==> src/rtl/codificador_sequencia.sv <==
// codificador_sequencia: sequence encoder that emits only legal decoder codewords (optional abort via CODIFICADOR_ABORT_EN)
module codificador_sequencia #(
  parameter int GAP = 0
) (
  input  logic       clk,
  input  logic       Reset,
  input  logic [3:0] sym_in,
  input  logic       sym_valid,
  output logic       sym_ready,
  output logic [6:0] code_out,
  output logic       ctrl_out,
  output logic [3:0] state_out,
  output logic       err_pulse,
  output logic       done
);
  typedef enum logic [3:0] {
    S0 = 4'd0, S1 = 4'd1, S2 = 4'd2, S3 = 4'd3, S4 = 4'd4, S5 = 4'd5,
    SERR = 4'b1000, SA = 4'b1001, SB = 4'b1010
  } state_t;
  localparam logic [3:0] SYM_A = 4'b1001;
  localparam logic [3:0] SYM_B = 4'b1010;
  state_t     state, state_d;
  logic [6:0] code_d, cw;
  logic [3:0] gap, gap_d;
  logic       ctrl_d, err_d, legal, xfer;
  assign state_out = state;
  assign done      = (state == SA) | (state == SB);
  assign sym_ready = ~done & (state != SERR) & ~ctrl_out & (gap == 4'd0);
  assign xfer      = sym_valid & sym_ready;
  // adjacency rules and codeword lookup for the requested symbol
  always_comb begin
    legal = 1'b0;
    case (state)
      S0: legal = (sym_in >= 4'd1) && (sym_in <= 4'd5);
      S1: legal = (sym_in == 4'd2) || (sym_in == SYM_A);
      S2: legal = (sym_in == 4'd1) || (sym_in == 4'd3) || (sym_in == SYM_A);
      S3: legal = (sym_in == 4'd2) || (sym_in == 4'd4) || (sym_in == SYM_A);
      S4: legal = (sym_in == 4'd3) || (sym_in == 4'd5) || (sym_in == SYM_B);
      S5: legal = (sym_in == 4'd4) || (sym_in == SYM_B);
      default: legal = 1'b0;
    endcase
    cw = 7'b0000000;
    case (sym_in)
      4'd1:  cw = 7'b1100000;
      4'd2:  cw = 7'b1000100;
      4'd3:  cw = 7'b1111100;
      4'd4:  cw = 7'b1011010;
      4'd5:  cw = 7'b1101110;
      SYM_A: cw = 7'b1001001;
      SYM_B: cw = 7'b1010011;
      default: cw = 7'b0000000;
    endcase
  end
  // next shadow state, codeword, strobe, error pulse and gap countdown
  always_comb begin
    state_d = state;
    code_d  = code_out;
    ctrl_d  = 1'b0;
    err_d   = 1'b0;
    gap_d   = (gap == 4'd0) ? 4'd0 : gap - 4'd1;
    if (xfer && legal) begin
      state_d = state_t'(sym_in);
      code_d  = cw;
      ctrl_d  = 1'b1;
      gap_d   = GAP[3:0];
    end else if (xfer) begin
      err_d = 1'b1;
`ifdef CODIFICADOR_ABORT_EN
      if (state != S0) begin
        state_d = SERR;
        code_d  = 7'b1110101;
        ctrl_d  = 1'b1;
        gap_d   = GAP[3:0];
      end
`endif
    end
  end
  // registered outputs; reset wins over any simultaneous handshake
  always_ff @(posedge clk) begin
    if (Reset) begin
      state     <= S0;
      code_out  <= 7'b0;
      ctrl_out  <= 1'b0;
      err_pulse <= 1'b0;
      gap       <= 4'd0;
    end else begin
      state     <= state_d;
      code_out  <= code_d;
      ctrl_out  <= ctrl_d;
      err_pulse <= err_d;
      gap       <= gap_d;
    end
  end
endmodule

==> config.mk <==
export PLATFORM = sky130hd
export DESIGN_NAME = codificador_sequencia
export DESIGN_NICKNAME = d
export VERILOG_FILES = /design/src/rtl/codificador_sequencia.sv
export SDC_FILE = /design/constraint.sdc
export NUM_CORES = 1
export LEC_CHECK = 0
export CAP_MARGIN = 40
export CELL_PAD_IN_SITES_DETAIL_PLACEMENT = 1
export CELL_PAD_IN_SITES_GLOBAL_PLACEMENT = 1
export CORE_ASPECT_RATIO = 1.4
export CORE_MARGIN = 8
export CORE_UTILIZATION = 33
export CTS_CLUSTER_SIZE = 40
export DETAILED_ROUTE_END_ITERATION = 7
export MAX_ROUTING_LAYER = met4
export PLACE_DENSITY = 0.83
export SYNTH_ARGS = -nofsm -noshare
export SYNTH_HDL_FRONTEND = slang
export SYNTH_SLANG_ARGS = --single-unit
export TNS_END_PERCENT = 30
==> constraint.sdc <==
create_clock -name clk -period 1.69 [get_ports clk]
set_input_delay 0.2535 -clock clk [delete_from_list [all_inputs] [get_ports clk]]
set_output_delay 0.2535 -clock clk [all_outputs]
set_load 0.05 [all_outputs]
==> run summary, run 1 <==
TIMING
--------------------------------------------------------------------------------
RSZ-0062 raised after global routing                                        true
Number of hold violations in the final report                                  0
Max-slew violation total from the final report                                 0
Final WS setup                                                           -248 ps
Final setup viols                                                             11
Min Tclk post-route                                                      1940 ps
Post-route worst hold slack                                               422 ps
Worst Skew                                                               2.57 ps
Slew Limit Headroom                                                        0.687
Share of the cycle needed by the critical path after routing                1.15
Worst slew pin tran                                                       469 ps
Highest clock frequency the design can meet                              516 MHz

FLOORPLAN
--------------------------------------------------------------------------------
Height of the chip                                                       80.9 µm
Number of core rows                                                           23
Die area                                                                5040 µm²
Core Area                                                               2880 µm²
Effective utilization at floorplan                                         0.345
Top-Level Pins                                                                22
Floorplan die width                                                      62.3 µm

CELLS AND AREA
--------------------------------------------------------------------------------
Share of the core filled with cells                                        0.541
Fillers                                                                      337
ANT cells                                                                      0
Post-layout nets                                                             163
Area delta synth->final                                                    56.9%
Most used cells in the layout excluding fill and tap cells          buf_4, dfxtp_1, nand2_1
Final cell count without fillers                                             190
Commonest non-fill, non-tap cell in the layout                             buf_4
Share of post-route cells with drive strength above 1                      0.516

WORST SETUP PATH
--------------------------------------------------------------------------------
Critical Path Source Type                                                   flop
Crit Reg-Reg Endpoint                                                code_out[2]
Startpoint-to-endpoint class of the critical path                     reg -> out
Setup slack, reg-to-reg                                                  -170 ps
Launching instance or port of the critical path                           gap[0]
Launch point of the worst reg-to-reg path                                 gap[0]
Worst endpoint data arrival time                                         1680 ps
Endpoint class of the critical path                                  output port
Number of cells traversed by the worst register-to-register path               7
Data required time of the worst path                                     1440 ps
Largest fanout of any net on the critical path                                 3

FLOW RUN
--------------------------------------------------------------------------------
Max Cap Violations                                                             0

HOLD PATH
--------------------------------------------------------------------------------
Hold-critical path endpoint                                         state_out[2]
Hold Path Depth                                                                3
Start point of the worst min-delay path                                sym_in[2]
Worst min-delay path class                                             in -> reg

POWER
--------------------------------------------------------------------------------
Power consumption                                                        2.06 mW
Max IR drop VDD                                                         0.558 mV
LEAKAGE                                                                 0.627 nW
Power density relative to cell area                                  1330 nW/µm²

GLOBAL ROUTING
--------------------------------------------------------------------------------
Fraction of met2 tracks used by global routing                             0.275
Number of global-route vias before repair                                   1157
Number of antenna violations at the first check in global routing              0
Maximum number of pins on one net before global-route repair                  13
Routing usage on met3                                                     0.0261
Global Route Usage Sum                                                     0.140
Leftover overflow at the end of global routing                                 0
Busiest grt layer                                                           met2
Grt met1 use                                                               0.126
Wire length of the first global-routing pass                             5530 µm

CLOCK NETWORK
--------------------------------------------------------------------------------
CTS root buffer                                                         clkbuf_8
Number of buffers created by CTS                                               3
Clock transition at the registers of the reported paths                    70 ps
CTS tree                                                                   built
Clock latency at the later pin of the worst-skew pair                     250 ps
Number of hold buffers added after cts                                         0
Number of levels in the clock H-tree                                           1
Clk buf depth                                                                  2
TritonCTS sink count                                                          17

SYNTH
--------------------------------------------------------------------------------
Cell accounting for the most synthesized area                            dfxtp_1
Count of mapped cells out of synthesis                                       104
Dominant combinational cell family by area after synthesis          simple AND/OR/NAND/NOR gates
Mapped Nets                                                                  113
Post-synthesis xor/xnor area fraction                                     0.0177
Share of synthesized area occupied by flip-flops and latches               0.343
Number of synthesized register bits                                           17
Proportion of synthesized area in mux cells                               0.0454
Area share of and/or/nand/nor cells after synthesis                        0.242
Post-synthesis area per instance                                        9.54 µm²
Unique cell type count in the Yosys netlist                                   39
Synth Area in Adders                                                      0.0252
Fraction of the mapped netlist area in compound gates                      0.238
Fraction of synthesized cell area taken by the top area cell type          0.343
Warning count from the yosys run                                               0
Cell Area, Synth                                                         992 µm²
Cells taking the most area after synthesis                          dfxtp_1, mux2i_1, inv_1, nand2_1, clkbuf_8

ROUTE
--------------------------------------------------------------------------------
Via density                                                                 5.14
Length of the first detailed-routing pass in iterations                        2
Total Routed Length                                                      3290 µm
Post-route DRC                                                                 0
Number of vias after detailed routing                                        977
Average wire length per cell after detail routing                        17.3 µm
Number of nets still failing antenna checks after routing                      0
Violation count after the first detailed-routing iteration                    41

OUTCOME
--------------------------------------------------------------------------------
Outcome                                                             finished with violations
Violated checks                                                     setup timing

PLACEMENT
--------------------------------------------------------------------------------
DP HPWL                                                                  2490 µm
Routability cong.                                                          0.804
IO buf count                                                                  21
Cell count after placement                                                   180
Worst setup timing slack at the placement stage                          -594 ps

## final cells by class
cell class                      instances  area [µm²]  area share
Clock buffer                            3        41.3      0.0265
Clock inverter                          1        5.00     0.00322
Inverter                                9        33.8      0.0217
Multi-Input combinational cell         73         654       0.420
Sequential cell                        17         353       0.227
Tap cell                               37        46.3      0.0297
Timing Repair Buffer                   50         423       0.272
## critical path, stage by stage, from the launching register on
cell,delay [ps]
dfxtp_2,330
inv_2,80
ha_4,160
nand2b_4,50
or3_4,360
buf_6,130
a31oi_4,160
buf_12,160
## repair_timing
| action | CTS | global route |
|---|---|---|
| gates resized for setup | 18 | 7 |
| endpoints found under the setup margin | 14 | 14 |
| setup buffers | 4 | 2 |
| gates cloned | 0 | 0 |
| pin swaps | 6 | 4 |
## worst max path at each step
stage,to,slack [ps],cells past startpoint
global placement,code_out[1],-520,6
floorplan,code_out[2],-90,5
finish,sym_ready,-250,7
global route,sym_ready,-300,7
detailed placement,code_out[2],-590,6
CTS,sym_ready,-270,7
## kinds of logic (layout without fill, tap and decap cells)
logic type / after synthesis / count (layout)
mux: 4 / 4
compound gates: 28 / 28
buf+inv: 14 / 63
xor+xnor: 2 / 2
simple gates: 37 / 37
flops: 17 / 17
fa+ha+maj: 2 / 2
## state kept, by name (all words and copies together) (netlist names)
register / flops
ctrl_out: 1
gap: 4
code_out: 7
state_out: 4
err_pulse: 1
## cells in the mapped netlist
| library cell | n |
|---|---|
| a21oi_1 | 5 |
| mux2i_1 | 3 |
| inv_1 | 8 |
| and2b_1 | 1 |
| nor3_1 | 5 |
| a32o_1 | 2 |
| and2b_2 | 2 |
| xnor2_1 | 2 |
| or3_2 | 2 |
| a211oi_2 | 1 |
| o22ai_1 | 2 |
| nand2b_1 | 4 |
| a211o_2 | 1 |
| nor3b_1 | 1 |
| mux2_4 | 1 |
| o2111ai_1 | 3 |
| o21a_1 | 2 |
| ha_1 | 2 |
| o21ai_4 | 1 |
| clkbuf_1 | 1 |
| buf_6 | 2 |
| nand4bb_1 | 2 |
| o211ai_2 | 2 |
| nand4_1 | 1 |
| nor3b_4 | 1 |
| inv_2 | 1 |
| nand3b_1 | 2 |
| o31ai_1 | 1 |
| o21ai_0 | 5 |
| nor2_1 | 3 |
| o32ai_1 | 1 |
| dfxtp_1 | 17 |
| a31oi_1 | 1 |
| and4_1 | 1 |
| a311oi_4 | 1 |
| clkbuf_8 | 2 |
| or3_4 | 1 |
| nand2_1 | 8 |
| or3_1 | 3 |
## per-layer routing
| metal | share of wire | vias up |
|---|---|---|
| li1 | - | 476 |
| met1 | 0.39 | 476 |
| met2 | 0.56 | 18 |
| met3 | 0.023 | 7 |
| met4 | 0.027 | 0 |
| met5 | 0 | - |
## where the power goes
group	internal (mW)	switching [mW]
clock network	0.164	0.141
logic	0.612	0.608
registers	0.475	0.0630
## stage by stage
| step | setup TNS (ps) | instance area (µm²) |
|---|---|---|
| after CTS | -1220 | 1520 |
| after floorplan | -187 | 1040 |
| after detailed placement | -7200 | 1400 |
| after global placement | -6120 | 1400 |
| after global routing | -2030 | 1560 |
| final | -1250 | 1560 |
No activity file was read; power rests on OpenSTA's default activity.
==> run 2: changes to the inputs <==
--- a/config.mk
+++ b/config.mk
@@ -13,6 +13,7 @@
 export CORE_UTILIZATION = 33
 export CTS_CLUSTER_SIZE = 40
 export DETAILED_ROUTE_END_ITERATION = 7
+export GPL_TIMING_DRIVEN = 0
 export MAX_ROUTING_LAYER = met4
 export PLACE_DENSITY = 0.83
 export SYNTH_ARGS = -nofsm -noshare
==> run 2 against run 1 <==
Against the previous run: register-to-register slack better by 70 ps; hold slack worse by 38 ps; non-clock buffer count down 5; the flow still finishes with violations (setup timing); power is 6.2% higher; largest cell class unchanged; largest power group unchanged; die area is the same; via count decreased by 1.5%; global-route usage is 0.93 points lower; setup slack better by 89 ps.
==> run summary, run 2 (synthesis gave the netlist of run 1 again) <==
OUTCOME
--------------------------------------------------------------------------------
Outcome                                                             finished with violations
Violated checks                                                     setup timing

POWER
--------------------------------------------------------------------------------
Max IR drop VDD                                                         0.597 mV
LEAKAGE                                                                 0.711 nW
Power density relative to cell area                                  1390 nW/µm²

HOLD PATH
--------------------------------------------------------------------------------
Worst min-delay path class                                             in -> reg
Hold-critical path endpoint                                          code_out[3]
Hold Path Depth                                                                4
Start point of the worst min-delay path                                sym_in[3]

GLOBAL ROUTING
--------------------------------------------------------------------------------
Number of antenna violations at the first check in global routing              0
Wire length of the first global-routing pass                             5230 µm
Maximum number of pins on one net before global-route repair                  11
Leftover overflow at the end of global routing                                 0
Number of global-route vias before repair                                   1113
Global Route Usage Sum                                                     0.131

ROUTE
--------------------------------------------------------------------------------
Number of nets still failing antenna checks after routing                      0
Post-route DRC                                                                 0
Average wire length per cell after detail routing                        17.2 µm
Number of vias after detailed routing                                        962
Total Routed Length                                                      3190 µm
Length of the first detailed-routing pass in iterations                        4
Via density                                                                 5.20
Violation count after the first detailed-routing iteration                     8

FLOORPLAN
--------------------------------------------------------------------------------
Number of core rows                                                           23
Effective utilization at floorplan                                         0.345
Floorplan die width                                                      62.3 µm
Core Area                                                               2880 µm²
Height of the chip                                                       80.9 µm
Top-Level Pins                                                                22
Die area                                                                5040 µm²

CELLS AND AREA
--------------------------------------------------------------------------------
Area taken by flip-flops and latches                                     353 µm²
Share of post-route cells with drive strength above 1                      0.432
Design Area, Final                                                      1580 µm²
Register with the most flip-flops                                       code_out
Footprint of the multi-input gates                                       667 µm²
Number of flip-flops under the largest register name                           7
Most used cells in the layout excluding fill and tap cells          buf_4, dfxtp_1, buf_6, nand2_1
Fillers                                                                      331
Post-layout nets                                                             158
Share of the core filled with cells                                        0.548
ANT cells                                                                      0
Commonest non-fill, non-tap cell in the layout                             buf_4
Area delta synth->final                                                    59.0%

TIMING
--------------------------------------------------------------------------------
Highest clock frequency the design can meet                              541 MHz
Summed negative setup slack over all endpoints                           -744 ps
Number of hold violations in the final report                                  0
Worst slew pin tran                                                       517 ps
Final setup viols                                                             15
Share of the cycle needed by the critical path after routing                1.09
Max-slew violation total from the final report                                 0
Worst Skew                                                               2.84 ps
Final WS setup                                                           -160 ps
Min Tclk post-route                                                      1850 ps
RSZ-0062 raised after global routing                                        true
Slew Limit Headroom                                                        0.654
Post-route worst hold slack                                               384 ps

CLOCK NETWORK
--------------------------------------------------------------------------------
Number of buffers created by CTS                                               3
CTS tree                                                                   built
TritonCTS sink count                                                          17
CTS root buffer                                                         clkbuf_8
Clk buf depth                                                                  2
Clock transition at the registers of the reported paths                    70 ps
Number of levels in the clock H-tree                                           1
Clock latency at the later pin of the worst-skew pair                     260 ps

WORST SETUP PATH
--------------------------------------------------------------------------------
Critical Path Source Type                                                   flop
Worst endpoint data arrival time                                         1600 ps
Number of cells traversed by the worst register-to-register path               7
Setup slack, reg-to-reg                                                  -100 ps
Crit Reg-Reg Endpoint                                                code_out[2]
Startpoint-to-endpoint class of the critical path                     reg -> out
Endpoint class of the critical path                                  output port
Data required time of the worst path                                     1440 ps
Largest fanout of any net on the critical path                                 3
Launch point of the worst reg-to-reg path                                 gap[0]
Launching instance or port of the critical path                           gap[0]

PLACEMENT
--------------------------------------------------------------------------------
DP HPWL                                                                  2160 µm
Worst setup timing slack at the placement stage                          -716 ps
IO buf count                                                                  20
Post-DP Area                                                            1290 µm²
Routability cong.                                                          0.894

FLOW RUN
--------------------------------------------------------------------------------
Max Cap Violations                                                             0

==> run 2: changes by cell type in the layout (fill, tap and decap cells not counted), moves of 2 or more <==
cell / before / now
buf_4: 38 / 15
dlymetal6s2s_1: 0 / 6
buf_6: 4 / 8
clkdlybuf4s50_1: 2 / 6
buf_12: 2 / 0
clkbuf_8: 3 / 5
clkdlybuf4s15_2: 0 / 2
dlygate4sd2_1: 2 / 4
o2111ai_1: 0 / 2
==> run 2: worst max-delay path by stage <==
stage,depth (start not counted),endpoint,slack (ps)
6_report,6,sym_ready,-160
5_1_grt,6,sym_ready,-190
4_1_cts,6,sym_ready,-180
3_5_place_dp,6,code_out[2],-720
3_3_place_gp,6,code_out[2],-680
2_1_floorplan,5,code_out[2],-90
==> run 2: cell type report <==
cell class                 instances  share of cell area
buffer                             5              0.0341
clock buffer                       3              0.0262
clock inverter                     1             0.00317
inverter                           9              0.0214
multi-input combinational         73               0.423
sequential                        17               0.224
tap                               37              0.0293
timing repair buffer              40               0.239
==> run 2: worst max-delay path: stages (launching register included) <==
cell and delay (ps):
dfxtp_2 320, inv_2 80, ha_4 150, nand2b_4 60, or3_4 370, a31oi_4 170
buf_6 180
==> run 2: layer usage <==
metal | wire (µm) | up-vias | global-route usage
met1 | 1180 | 469 | 0.117
met2 | 1840 | 19 | 0.264
met5 | 0 | - | -
li1 | - | 468 | -
met3 | 111 | 6 | 0.0234
met4 | 57 | 0 | 0.0549
==> run 2: repair_timing <==
action                     4_1_cts  5_1_grt
hold endpoints to repair         0        0
resized for setup               36       14
buffers inserted                18        4
pin swaps                        8        7
setup endpoints to repair       18       24
hold buffers                     0        0
==> run 2: report_power, final <==
part / switching (mW) / total, mW / internal [mW] / leakage [nW]
clock network: 0.144 / 0.308 / 0.164 / 0.0255
logic: 0.654 / 1.34 / 0.687 / 0.545
registers: 0.0670 / 0.542 / 0.475 / 0.141
==> run 2: per-stage QoR <==
step	power, mW	std cells
2_1_floorplan	1.13	104
3_3_place_gp	1.32	161
3_5_place_dp	1.35	161
4_1_cts	2.08	183
5_1_grt	2.29	185
6_report	2.19	185
==> run 3: changes to the inputs <==
--- a/config.mk
+++ b/config.mk
@@ -19,4 +19,3 @@
 export SYNTH_ARGS = -nofsm -noshare
 export SYNTH_HDL_FRONTEND = slang
 export SYNTH_SLANG_ARGS = --single-unit
-export TNS_END_PERCENT = 30
==> run 3 against run 2 <==
Against the previous run: the flow still finishes with violations (setup timing); first-iteration DRC count rose by 75%; final cell count increased by 0.54%; global-route usage about the same; largest power group unchanged; highest routed layer unchanged.
==> run summary, run 3 (synthesis gave the netlist of run 1 again) <==
OUTCOME
--------------------------------------------------------------------------------
Outcome                                                             finished with violations
Violated checks                                                     setup timing

ROUTE
--------------------------------------------------------------------------------
Number of vias after detailed routing                                        969
Number of nets still failing antenna checks after routing                      0
Via density                                                                 5.21
Length of the first detailed-routing pass in iterations                        4
Total Routed Length                                                      3320 µm
Average wire length per cell after detail routing                        17.8 µm
Violation count after the first detailed-routing iteration                    14
Post-route DRC                                                                 0

POWER
--------------------------------------------------------------------------------
Power consumption                                                        2.25 mW
LEAKAGE                                                                 0.728 nW
Power density relative to cell area                                  1360 nW/µm²
Max IR drop VDD                                                         0.597 mV

CLOCK NETWORK
--------------------------------------------------------------------------------
Number of buffers created by CTS                                               3
Clock latency at the later pin of the worst-skew pair                     250 ps
Clk buf depth                                                                  2
CTS tree                                                                   built
Clock transition at the registers of the reported paths                    70 ps
TritonCTS sink count                                                          17
Number of levels in the clock H-tree                                           1
CTS root buffer                                                         clkbuf_8
Number of hold buffers added after cts                                         0

TIMING
--------------------------------------------------------------------------------
Highest clock frequency the design can meet                              541 MHz
RSZ-0062 raised after global routing                                        true
Final WS setup                                                           -159 ps
Worst slew pin tran                                                       518 ps
Min Tclk post-route                                                      1850 ps
Final setup viols                                                             14
Number of hold violations in the final report                                  0
Slew Limit Headroom                                                        0.653
Post-route worst hold slack                                               326 ps
Share of the cycle needed by the critical path after routing                1.09
Max-slew violation total from the final report                                 0
Worst Skew                                                               2.08 ps

HOLD PATH
--------------------------------------------------------------------------------
Start point of the worst min-delay path                                sym_in[1]
Hold-critical path endpoint                                         state_out[1]
Worst min-delay path class                                             in -> reg
Hold Path Depth                                                                2

WORST SETUP PATH
--------------------------------------------------------------------------------
Top Family by Delay on Critical Path                                simple AND/OR/NAND/NOR gates
Largest fanout of any net on the critical path                                 3
Critical Path Source Type                                                   flop
Startpoint-to-endpoint class of the critical path                     reg -> out
Setup slack, reg-to-reg                                                  -140 ps
Endpoint class of the critical path                                  output port
Launch point of the worst reg-to-reg path                                 gap[0]
Worst endpoint data arrival time                                         1600 ps
Slowest cell on crit path                                                  or3_4
Crit path buf inv count                                                        2
Cells traversed along the worst timing path                         inv_2, ha_4, nand2b_4, or3_4, a31oi_4, buf_6
Data required time of the worst path                                     1440 ps
Number of cells traversed by the worst register-to-register path               7
Crit Reg-Reg Endpoint                                                code_out[2]
Biggest cell delay along the critical path                                370 ps

PLACEMENT
--------------------------------------------------------------------------------
Routability cong.                                                          0.894
IO buf count                                                                  20
DP HPWL                                                                  2160 µm

CELLS AND AREA
--------------------------------------------------------------------------------
Area delta synth->final                                                    66.5%
ANT cells                                                                      0
Number of flip-flops under the largest register name                           7
Fillers                                                                      325
Commonest non-fill, non-tap cell in the layout                             buf_4
Post-layout nets                                                             159
Most used cells in the layout excluding fill and tap cells          buf_4, dfxtp_1, nand2_1, buf_6
Share of the core filled with cells                                        0.574
Register with the most flip-flops                                       code_out
Share of post-route cells with drive strength above 1                      0.483

GLOBAL ROUTING
--------------------------------------------------------------------------------
Global Route Usage Sum                                                     0.130
Number of antenna violations at the first check in global routing              0
Wire length of the first global-routing pass                             5220 µm
Number of global-route vias before repair                                   1107
Leftover overflow at the end of global routing                                 0
Maximum number of pins on one net before global-route repair                  11

FLOORPLAN
--------------------------------------------------------------------------------
Floorplan die width                                                      62.3 µm
Core Area                                                               2880 µm²
Top-Level Pins                                                                22
Number of core rows                                                           23
Effective utilization at floorplan                                         0.345
Height of the chip                                                       80.9 µm
Die area                                                                5040 µm²

FLOW RUN
--------------------------------------------------------------------------------
Max Cap Violations                                                             0

-- run 3: changes by cell type in the layout (fill, tap and decap cells not counted), sizes merged --
cell / change
buf: +3
clkdlybuf4s15: -1
dlygate4sd2: -1
-- run 3: through the flow --
stage	worst slack [ps]	cells	setup TNS [ps]	cell area (µm²)
2_1_floorplan	-90.3	104	-187	1040
6_report	-159	186	-1060	1650
4_1_cts	-177	183	-1250	1540
3_3_place_gp	-681	161	-8110	1290
5_1_grt	-197	186	-1960	1650
3_5_place_dp	-716	161	-8810	1290
-- run 3: timing repair --
action                                  in CTS  in global routing
pin swaps                                    8                 13
endpoints found under the setup margin      18                 24
buffers inserted                            18                  5
resized for setup                           38                 32
-- run 3: area by class of cell --
type                    instances  area, µm²  share of cell area
plain buffers                   5       58.8              0.0356
clock buffers                   3       41.3              0.0250
clock inverters                 1       5.00             0.00303
inverters                       9       33.8              0.0205
multi-input cells              73        736               0.445
flip-flops and latches         17        353               0.214
well taps                      37       46.3              0.0280
repair buffers                 41        378               0.229
-- run 3: worst max-delay path by stage --
stage | from | endpoint | slack [ps] | depth (start not counted)
after floorplan | state_out[0] | code_out[2] | -90 | 5
after global placement | sym_in[1] | code_out[2] | -680 | 6
after detailed placement | sym_in[2] | code_out[2] | -720 | 6
after CTS | gap[1] | sym_ready | -180 | 6
after global routing | gap[0] | code_out[2] | -200 | 7
final | gap[0] | sym_ready | -160 | 6
-- run 3: routing by layer --
metal	global-route usage	vias to the layer above	wire length [µm]
li1	-	469	-
met1	0.117	477	1230
met2	0.263	21	1980
met3	0.0234	2	100
met4	0.0549	0	14
met5	-	-	0
-- run 3: power breakdown --
part | internal [mW] | total, mW | switching, mW
Clock | 0.164 | 0.306 | 0.142
Combinational | 0.708 | 1.40 | 0.689
Sequential | 0.475 | 0.543 | 0.0675
